$ cat config.mk
export PLATFORM = sky130hd
export DESIGN_NAME = control_sequencer
export DESIGN_NICKNAME = d
export VERILOG_FILES = /design/src/rtl/control_sequencer.sv
export SDC_FILE = /design/constraint.sdc
export NUM_CORES = 1
export LEC_CHECK = 0
export CORE_MARGIN = 1.5
export CORE_UTILIZATION = 44
export DETAILED_ROUTE_END_ITERATION = 8
export PLACE_DENSITY = 0.8
export SYNTH_ARGS = -nofsm -noshare
export SYNTH_HDL_FRONTEND = slang
export SYNTH_SLANG_ARGS = --single-unit
$ cat constraint.sdc
create_clock -name clock -period 2.3 [get_ports clock]
set_input_delay 0.46 -clock clock [delete_from_list [all_inputs] [get_ports clock]]
set_output_delay 0.46 -clock clock [all_outputs]
set_load 0.01 [all_outputs]
$ cat src/rtl/control_sequencer.sv
// control_sequencer: multi-cycle Moore instruction sequencer with memory stretch, key wait and interrupt.
// Latency: 2 cycles per ALU/branch/jump/OUT/NOP, 2+MEM_WAIT for LW/SW, IN/KBD until a debounced key press.
// Backpressure: none; the sequencer itself stalls in MEM/WAIT_IN/HALT and never drops an instruction.
//
// Ports:
//   clock, reset         rising-edge clock, asynchronous active-low reset
//   Opcode               instruction opcode, sampled in FETCH only
//   Button               asynchronous user key (synchronised and debounced internally)
//   IrqReq               level interrupt request, honoured in FETCH and HALT
//   AluOp..Halt          datapath, branch/jump and I/O controls (Moore: state + latched opcode)
//   PCWrite              one-cycle retire pulse
//   IrqAck               one-cycle interrupt-taken pulse
//   RetireCount          wrapping count of PCWrite pulses
module control_sequencer #(
    parameter int OPCODE_W = 6,
    parameter int MEM_WAIT = 1,
    parameter int DEBOUNCE = 4,
    parameter int CNT_W    = 16
) (
    input  logic                clock,
    input  logic                reset,
    input  logic [OPCODE_W-1:0] Opcode,
    input  logic                Button,
    input  logic                IrqReq,
    output logic [2:0]          AluOp,
    output logic                RegDst,
    output logic                ALUSrc,
    output logic                MemtoReg,
    output logic                MemRead,
    output logic                MemWrite,
    output logic                RegWrite,
    output logic                BEQ,
    output logic                BNE,
    output logic                ControlJump,
    output logic                JAL,
    output logic                In,
    output logic                Out,
    output logic                KeyboardInput,
    output logic                Halt,
    output logic                PCWrite,
    output logic                IrqAck,
    output logic [CNT_W-1:0]    RetireCount
);

    localparam int MW_W = (MEM_WAIT > 1) ? $clog2(MEM_WAIT) : 1;
    localparam int DB_W = $clog2(DEBOUNCE + 1);

    localparam logic [5:0] OP_RTYPE = 6'b000000;
    localparam logic [5:0] OP_ADDI  = 6'b001000;
    localparam logic [5:0] OP_SUBI  = 6'b001001;
    localparam logic [5:0] OP_ANDI  = 6'b001100;
    localparam logic [5:0] OP_ORI   = 6'b001101;
    localparam logic [5:0] OP_SLTI  = 6'b001010;
    localparam logic [5:0] OP_XORI  = 6'b101101;
    localparam logic [5:0] OP_BEQ   = 6'b000100;
    localparam logic [5:0] OP_BNE   = 6'b000101;
    localparam logic [5:0] OP_J     = 6'b000010;
    localparam logic [5:0] OP_JAL   = 6'b000011;
    localparam logic [5:0] OP_OUT   = 6'b011110;
    localparam logic [5:0] OP_LW    = 6'b100011;
    localparam logic [5:0] OP_SW    = 6'b101011;
    localparam logic [5:0] OP_IN    = 6'b011111;
    localparam logic [5:0] OP_KBD   = 6'b000111;
    localparam logic [5:0] OP_HALT  = 6'b111111;

    typedef enum logic [2:0] {
        S_FETCH   = 3'd0,
        S_EXEC    = 3'd1,
        S_MEM     = 3'd2,
        S_WAIT_IN = 3'd3,
        S_HALT    = 3'd4,
        S_IRQ     = 3'd5
    } state_t;

    state_t                r_state;
    state_t                w_state_nxt;
    logic [OPCODE_W-1:0]   r_opcode;
    logic [MW_W-1:0]       r_mem_cnt;
    logic [CNT_W-1:0]      r_retire;

    logic                  r_btn_s1;
    logic                  r_btn_s2;
    logic                  r_btn_lvl;
    logic                  r_btn_lvl_d;
    logic [DB_W-1:0]       r_db_cnt;

    // Full-width compare: any set bit above [5:0] makes the opcode unknown.
    function automatic logic f_is(input logic [OPCODE_W-1:0] op, input logic [5:0] code);
        f_is = (op == OPCODE_W'(code));
    endfunction

    logic w_op_rtype, w_op_addi, w_op_subi, w_op_andi, w_op_ori, w_op_slti, w_op_xori;
    logic w_op_beq, w_op_bne, w_op_j, w_op_jal, w_op_out;
    logic w_op_lw, w_op_sw, w_op_in, w_op_kbd, w_op_halt;
    logic w_op_imm;
    logic [2:0] w_imm_aluop;
    logic w_mem_last;
    logic w_db_hit;
    logic w_btn_rise;

    assign w_op_rtype = f_is(r_opcode, OP_RTYPE);
    assign w_op_addi  = f_is(r_opcode, OP_ADDI);
    assign w_op_subi  = f_is(r_opcode, OP_SUBI);
    assign w_op_andi  = f_is(r_opcode, OP_ANDI);
    assign w_op_ori   = f_is(r_opcode, OP_ORI);
    assign w_op_slti  = f_is(r_opcode, OP_SLTI);
    assign w_op_xori  = f_is(r_opcode, OP_XORI);
    assign w_op_beq   = f_is(r_opcode, OP_BEQ);
    assign w_op_bne   = f_is(r_opcode, OP_BNE);
    assign w_op_j     = f_is(r_opcode, OP_J);
    assign w_op_jal   = f_is(r_opcode, OP_JAL);
    assign w_op_out   = f_is(r_opcode, OP_OUT);
    assign w_op_lw    = f_is(r_opcode, OP_LW);
    assign w_op_sw    = f_is(r_opcode, OP_SW);
    assign w_op_in    = f_is(r_opcode, OP_IN);
    assign w_op_kbd   = f_is(r_opcode, OP_KBD);
    assign w_op_halt  = f_is(r_opcode, OP_HALT);

    assign w_op_imm = w_op_addi | w_op_subi | w_op_andi | w_op_ori | w_op_slti | w_op_xori;

    always_comb begin
        w_imm_aluop = 3'b000;
        if (w_op_subi) w_imm_aluop = 3'b001;
        if (w_op_andi) w_imm_aluop = 3'b011;
        if (w_op_ori)  w_imm_aluop = 3'b100;
        if (w_op_slti) w_imm_aluop = 3'b101;
        if (w_op_xori) w_imm_aluop = 3'b110;
    end

    assign w_mem_last = (r_mem_cnt == MW_W'(MEM_WAIT - 1));
    assign w_db_hit   = (r_db_cnt == DB_W'(DEBOUNCE - 1));
    // Registered edge of the accepted level; a level already high on
    // entry to WAIT_IN never produces this pulse.
    assign w_btn_rise = r_btn_lvl & ~r_btn_lvl_d;

    // State register
    always_ff @(posedge clock or negedge reset) begin
        if (!reset) begin
            r_state <= S_FETCH;
        end else begin
            r_state <= w_state_nxt;
        end
    end

    // Next state and Moore outputs
    always_comb begin
        w_state_nxt   = r_state;
        AluOp         = 3'b000;
        RegDst        = 1'b0;
        ALUSrc        = 1'b0;
        MemtoReg      = 1'b0;
        MemRead       = 1'b0;
        MemWrite      = 1'b0;
        RegWrite      = 1'b0;
        BEQ           = 1'b0;
        BNE           = 1'b0;
        ControlJump   = 1'b0;
        JAL           = 1'b0;
        In            = 1'b0;
        Out           = 1'b0;
        KeyboardInput = 1'b0;
        Halt          = 1'b0;
        PCWrite       = 1'b0;
        IrqAck        = 1'b0;
        case (r_state)
            S_FETCH: begin
                w_state_nxt = IrqReq ? S_IRQ : S_EXEC;
            end
            S_IRQ: begin
                IrqAck      = 1'b1;
                w_state_nxt = S_FETCH;
            end
            S_HALT: begin
                Halt = 1'b1;
                if (IrqReq) begin
                    w_state_nxt = S_IRQ;
                end
            end
            S_EXEC: begin
                // Default exit: single-cycle execute retires here.
                w_state_nxt = S_FETCH;
                PCWrite     = 1'b1;
                if (w_op_rtype) begin
                    AluOp    = 3'b010;
                    RegWrite = 1'b1;
                end else if (w_op_imm) begin
                    AluOp    = w_imm_aluop;
                    ALUSrc   = 1'b1;
                    RegDst   = 1'b1;
                    RegWrite = 1'b1;
                end else if (w_op_beq) begin
                    AluOp = 3'b001;
                    BEQ   = 1'b1;
                end else if (w_op_bne) begin
                    AluOp = 3'b001;
                    BNE   = 1'b1;
                end else if (w_op_j) begin
                    ControlJump = 1'b1;
                end else if (w_op_jal) begin
                    ControlJump = 1'b1;
                    JAL         = 1'b1;
                    RegWrite    = 1'b1;
                end else if (w_op_out) begin
                    Out = 1'b1;
                end else if (w_op_lw || w_op_sw) begin
                    ALUSrc      = 1'b1;
                    RegDst      = 1'b1;
                    PCWrite     = 1'b0;
                    w_state_nxt = S_MEM;
                end else if (w_op_in || w_op_kbd) begin
                    PCWrite     = 1'b0;
                    w_state_nxt = S_WAIT_IN;
                end else if (w_op_halt) begin
                    PCWrite     = 1'b0;
                    w_state_nxt = S_HALT;
                end
            end
            S_MEM: begin
                ALUSrc   = 1'b1;
                RegDst   = 1'b1;
                MemRead  = w_op_lw;
                MemtoReg = w_op_lw;
                MemWrite = w_op_sw;
                if (w_mem_last) begin
                    PCWrite     = 1'b1;
                    RegWrite    = w_op_lw;
                    w_state_nxt = S_FETCH;
                end
            end
            S_WAIT_IN: begin
                In            = 1'b1;
                RegDst        = 1'b1;
                KeyboardInput = w_op_kbd;
                if (w_btn_rise) begin
                    RegWrite    = 1'b1;
                    PCWrite     = 1'b1;
                    w_state_nxt = S_FETCH;
                end
            end
            default: begin
                w_state_nxt = S_FETCH;
            end
        endcase
    end

    // Opcode latch: only on a FETCH that is not diverted to IRQ.
    always_ff @(posedge clock or negedge reset) begin
        if (!reset) begin
            r_opcode <= '0;
        end else if (r_state == S_FETCH && !IrqReq) begin
            r_opcode <= Opcode;
        end
    end

    // Memory stretch counter: held at zero outside MEM so every entry starts fresh.
    always_ff @(posedge clock or negedge reset) begin
        if (!reset) begin
            r_mem_cnt <= '0;
        end else if (r_state != S_MEM) begin
            r_mem_cnt <= '0;
        end else if (!w_mem_last) begin
            r_mem_cnt <= r_mem_cnt + 1'b1;
        end
    end

    always_ff @(posedge clock or negedge reset) begin
        if (!reset) begin
            r_retire <= '0;
        end else if (PCWrite) begin
            r_retire <= r_retire + 1'b1;
        end
    end

    assign RetireCount = r_retire;

    // Button: 2-flop synchroniser, then a run-length debouncer that runs in every state.
    always_ff @(posedge clock or negedge reset) begin
        if (!reset) begin
            r_btn_s1    <= 1'b0;
            r_btn_s2    <= 1'b0;
            r_btn_lvl   <= 1'b0;
            r_btn_lvl_d <= 1'b0;
            r_db_cnt    <= '0;
        end else begin
            r_btn_s1    <= Button;
            r_btn_s2    <= r_btn_s1;
            r_btn_lvl_d <= r_btn_lvl;
            if (r_btn_s2 != r_btn_lvl) begin
                if (w_db_hit) begin
                    r_btn_lvl <= ~r_btn_lvl;
                    r_db_cnt  <= '0;
                end else begin
                    r_db_cnt <= r_db_cnt + 1'b1;
                end
            end else begin
                r_db_cnt <= '0;
            end
        end
    end

endmodule

==> flow_summary.yaml <==
power:
  total_power_mw: 3.40
  p_seq_share_pct: 27.1
  power-per-cell-area_mw_per_mm2: 1250
  p_switching_mw: 1.32
  leakage_nw: 1.17
  power.internal_mw: 2.08
  pwr-share-clk_pct: 15.9
  switching_share_pct: 38.8
  ir_drop_mv: 0.677
  combPwrFrac_pct: 57.0
yosys:
  yosys.cell_types.count: 46
  netlist_top_cells_area: "dfrtp_1 45%, xnor2_1 7.9%, mux2_2 4.4%"
  synthesis.instances: 177
  ys.warnings.count: 0
  ys_ff_latch: 32
  synth_nets: 189
  synth-edff-count: 0
  avgSynthCellArea_sq_um: 10.1
  yosys_most_used_dff: "dfrtp_1"
  syn_area_sq_mm: 0.00178
  synth_top_area_share_pct: 45.0
  yosysSeqAreaShare_pct: 45.0
  yosysTopAreaCell: "dfrtp_1"
  ys_async_sr_fraction_pct: 100
detailed_routing:
  drt_pass1_iterations: 4
  drc: 0
  ant_nets: 0
  viasPerCell: 5.46
  routed_wl_microns: 4670
  vias: 1672
  wl_per_cell_microns: 15.2
  drt_iter0_markers: 104
critical_path:
  crit_slowest_cell: "dfrtp_1"
  critPathMaxStageDelay_ns: 0.44
  cp_cell_sequence: "buf_6, buf_4, nor2_1, nor2_1, o22ai_1, a22oi_1, o21ai_0, buf_2"
  path_max_fanout: 7
  cp.arrival_ns: 1.85
  worstSetupStartpointType: "flip-flop"
  cp_common_cell: "nor2_1"
  crit_path_end_kind: "output pin"
  required_ns: 1.84
  criticalPathCategory: "flip-flop to output pin"
run:
  maxCapViolations: 0
cells_and_area:
  final_layout_size_suffix_gt1_share_pct: 36.4
  mostFrequentLayoutCell: "buf_4"
  diodes: 0
  nets: 269
  area_growth_pct: 52.8
  mostFrequentLayoutCells: "38 x buf_4, 30 x dfrtp_1, 27 x clkdlybuf4s50_1"
sta:
  max_clock_freq_mhz: 433
  timing.hold.ws_ns: 0.352
  layout_min_cycle_time_ns: 2.31
  hold_viol_final: 0
  tightestPinTransition_ns: 0.395
  finalCritPeriodShare_pct: 100
  setup_viol: 1
  timing.clock.skew_ns: 0.00415
  slew_viol_final: 0
  worst_slack_ns: -0.00779
  tns_ns: -0.00779
  rsz0062_at_grt: "true"
  max_slew_margin_pct: 73.7
die:
  start_util_pct: 47.2
  dieArea_sq_mm: 0.00444
  placementRows: 22
  coreArea_sq_mm: 0.00377
  chipHeight_microns: 66.6
  die_w_microns: 66.6
  ios: 45
clock_network:
  cts_max_path_buffers: 2
  cts.htree.levels: 2
  cts_sinks: 32
  cts_buffers: 5
  cts_root_buf: "clkbuf_8"
  worstSkewPairLatency_ns: 0.29
  cts_tree: "done"
  clkTransAtPathRegs_ns: 0.07
grt:
  gr-total-overflow: 0
  antenna_found_initial: 0
  grt_pass1_wl_microns: 7160
  grt_pass1_vias: 1554
  track_usage_pct: 21.5
  grt_max_degree: 33
placement:
  place_ws_ns: -0.114
  hpwl_microns: 2950
  io_buffers: 44
  gp_routability_congestion: 0.909
run_status:
  violations: "setup timing"
  status: "finished, violations left"
min_path:
  hold_path.class: "flip-flop to flip-flop"
-- repair_timing --
action | CTS | global route
buffers inserted | 5 | 3
resized for setup | 48 | 31
pin swaps | 2 | 7
endpoints found under the setup margin | 17 | 14
hold buffers | 0 | 0
-- final timing paths --
path | from | slack, ns | to | cells after the start
setup / recovery | r_opcode[0]$_DFFE_PN0P_ | -0.008 | RegWrite | 8
hold / removal | r_btn_s1$_DFF_PN0_ | 0.35 | r_btn_s2$_DFF_PN0_ | 0
setup reg to reg | r_opcode[2]$_DFFE_PN0P_ | 0.19 | RetireCount[5]$_DFFE_PN0P_ | 8
hold reg to reg | r_btn_s1$_DFF_PN0_ | 0.35 | r_btn_s2$_DFF_PN0_ | 0
max in group asynchronous | reset | 1.44 | r_opcode[2]$_DFFE_PN0P_ | 2
min in group asynchronous | reset | 0.56 | RetireCount[9]$_DFFE_PN0P_ | 2
-- flip-flops by register name, summed over array words and instances, names as in the netlist --
register,count
r_btn_lvl_d,1
r_db_cnt,3
RetireCount,16
r_opcode,6
r_state,3
r_btn_s1,1
r_btn_lvl,1
r_btn_s2,1
-- power by group through the flow --
stage / Sequential (mW) / Clock [mW] / Combinational (mW)
after CTS: 0.910 / 0.546 / 1.74
final: 0.922 / 0.541 / 1.94
after global routing: 0.951 / 0.573 / 2.09
after global placement: 0.905 / 0 / 1.58
after detailed placement: 0.911 / 0 / 1.60
after floorplan: 0.870 / 0 / 0.938
-- critical path, delay by kind of cell, from the launching register on --
kind / cells / cell delay, ns
buffers and inverters: 3 / 0.48
AOI/OAI and AO/OA: 3 / 0.47
DFF: 1 / 0.44
and+or+nand+nor: 2 / 0.16
-- per-stage QoR --
stage | std cells | utilization (%) | instance area [sq um]
6_report | 306 | 72.1 | 2720
5_1_grt | 306 | 72.1 | 2720
3_5_place_dp | 291 | 65.4 | 2470
4_1_cts | 304 | 70.2 | 2650
2_1_floorplan | 177 | - | 1780
3_3_place_gp | 291 | 65.4 | 2470
-- Yosys cell counts (2+ instances only) --
master,count
ha_1,2
or3_1,3
nor2b_1,5
nand3_1,9
nor2_1,9
or2_2,2
and3_1,3
and2_1,2
nor3b_1,6
nand2_1,10
inv_1,3
and4_1,2
nor3_1,6
a21oi_1,3
mux2_2,7
nand4_1,8
nand2b_1,6
buf_6,3
xnor2_1,16
dfrtp_1,32
buf_4,2
o21ai_0,5
nor4_1,2
o32a_1,3
clkbuf_1,7
-- layout make-up --
class / instances / area [sq um]
Fill cell: 269 / 1050
Multi-Input combinational cell: 128 / 1000
Sequential cell: 32 / 803
Timing Repair Buffer: 87 / 729
Clock buffer: 5 / 68.8
Tap cell: 48 / 60.1
Clock inverter: 3 / 42.5
Inverter: 3 / 11.3
-- per-layer routing --
layer | routed length [microns] | up-vias | track usage [%] | part of all wire [%]
met2 | 2310 | 63 | 36.4 | 50
met3 | 300 | 14 | 4.22 | 6.4
met1 | 1950 | 799 | 27.5 | 42
met5 | 0 | - | 0 | 0
li1 | - | 796 | - | -
met4 | 103 | 0 | 6.89 | 2.2
-- logic make-up (layout without fill, tap and decap cells) --
group | after synthesis | in the layout | synth area share [%]
AO/OA/AOI/OAI | 22 | 22 | 8.72
XOR/XNOR | 17 | 17 | 8.36
adder cells (fa/ha/maj) | 2 | 2 | 1.41
buffers and inverters | 17 | 98 | 5.34
flip-flops | 32 | 32 | 45.0
multiplexers | 8 | 8 | 4.99
AND/OR/NAND/NOR | 79 | 79 | 26.2
Power figures use the tool's default switching activity.
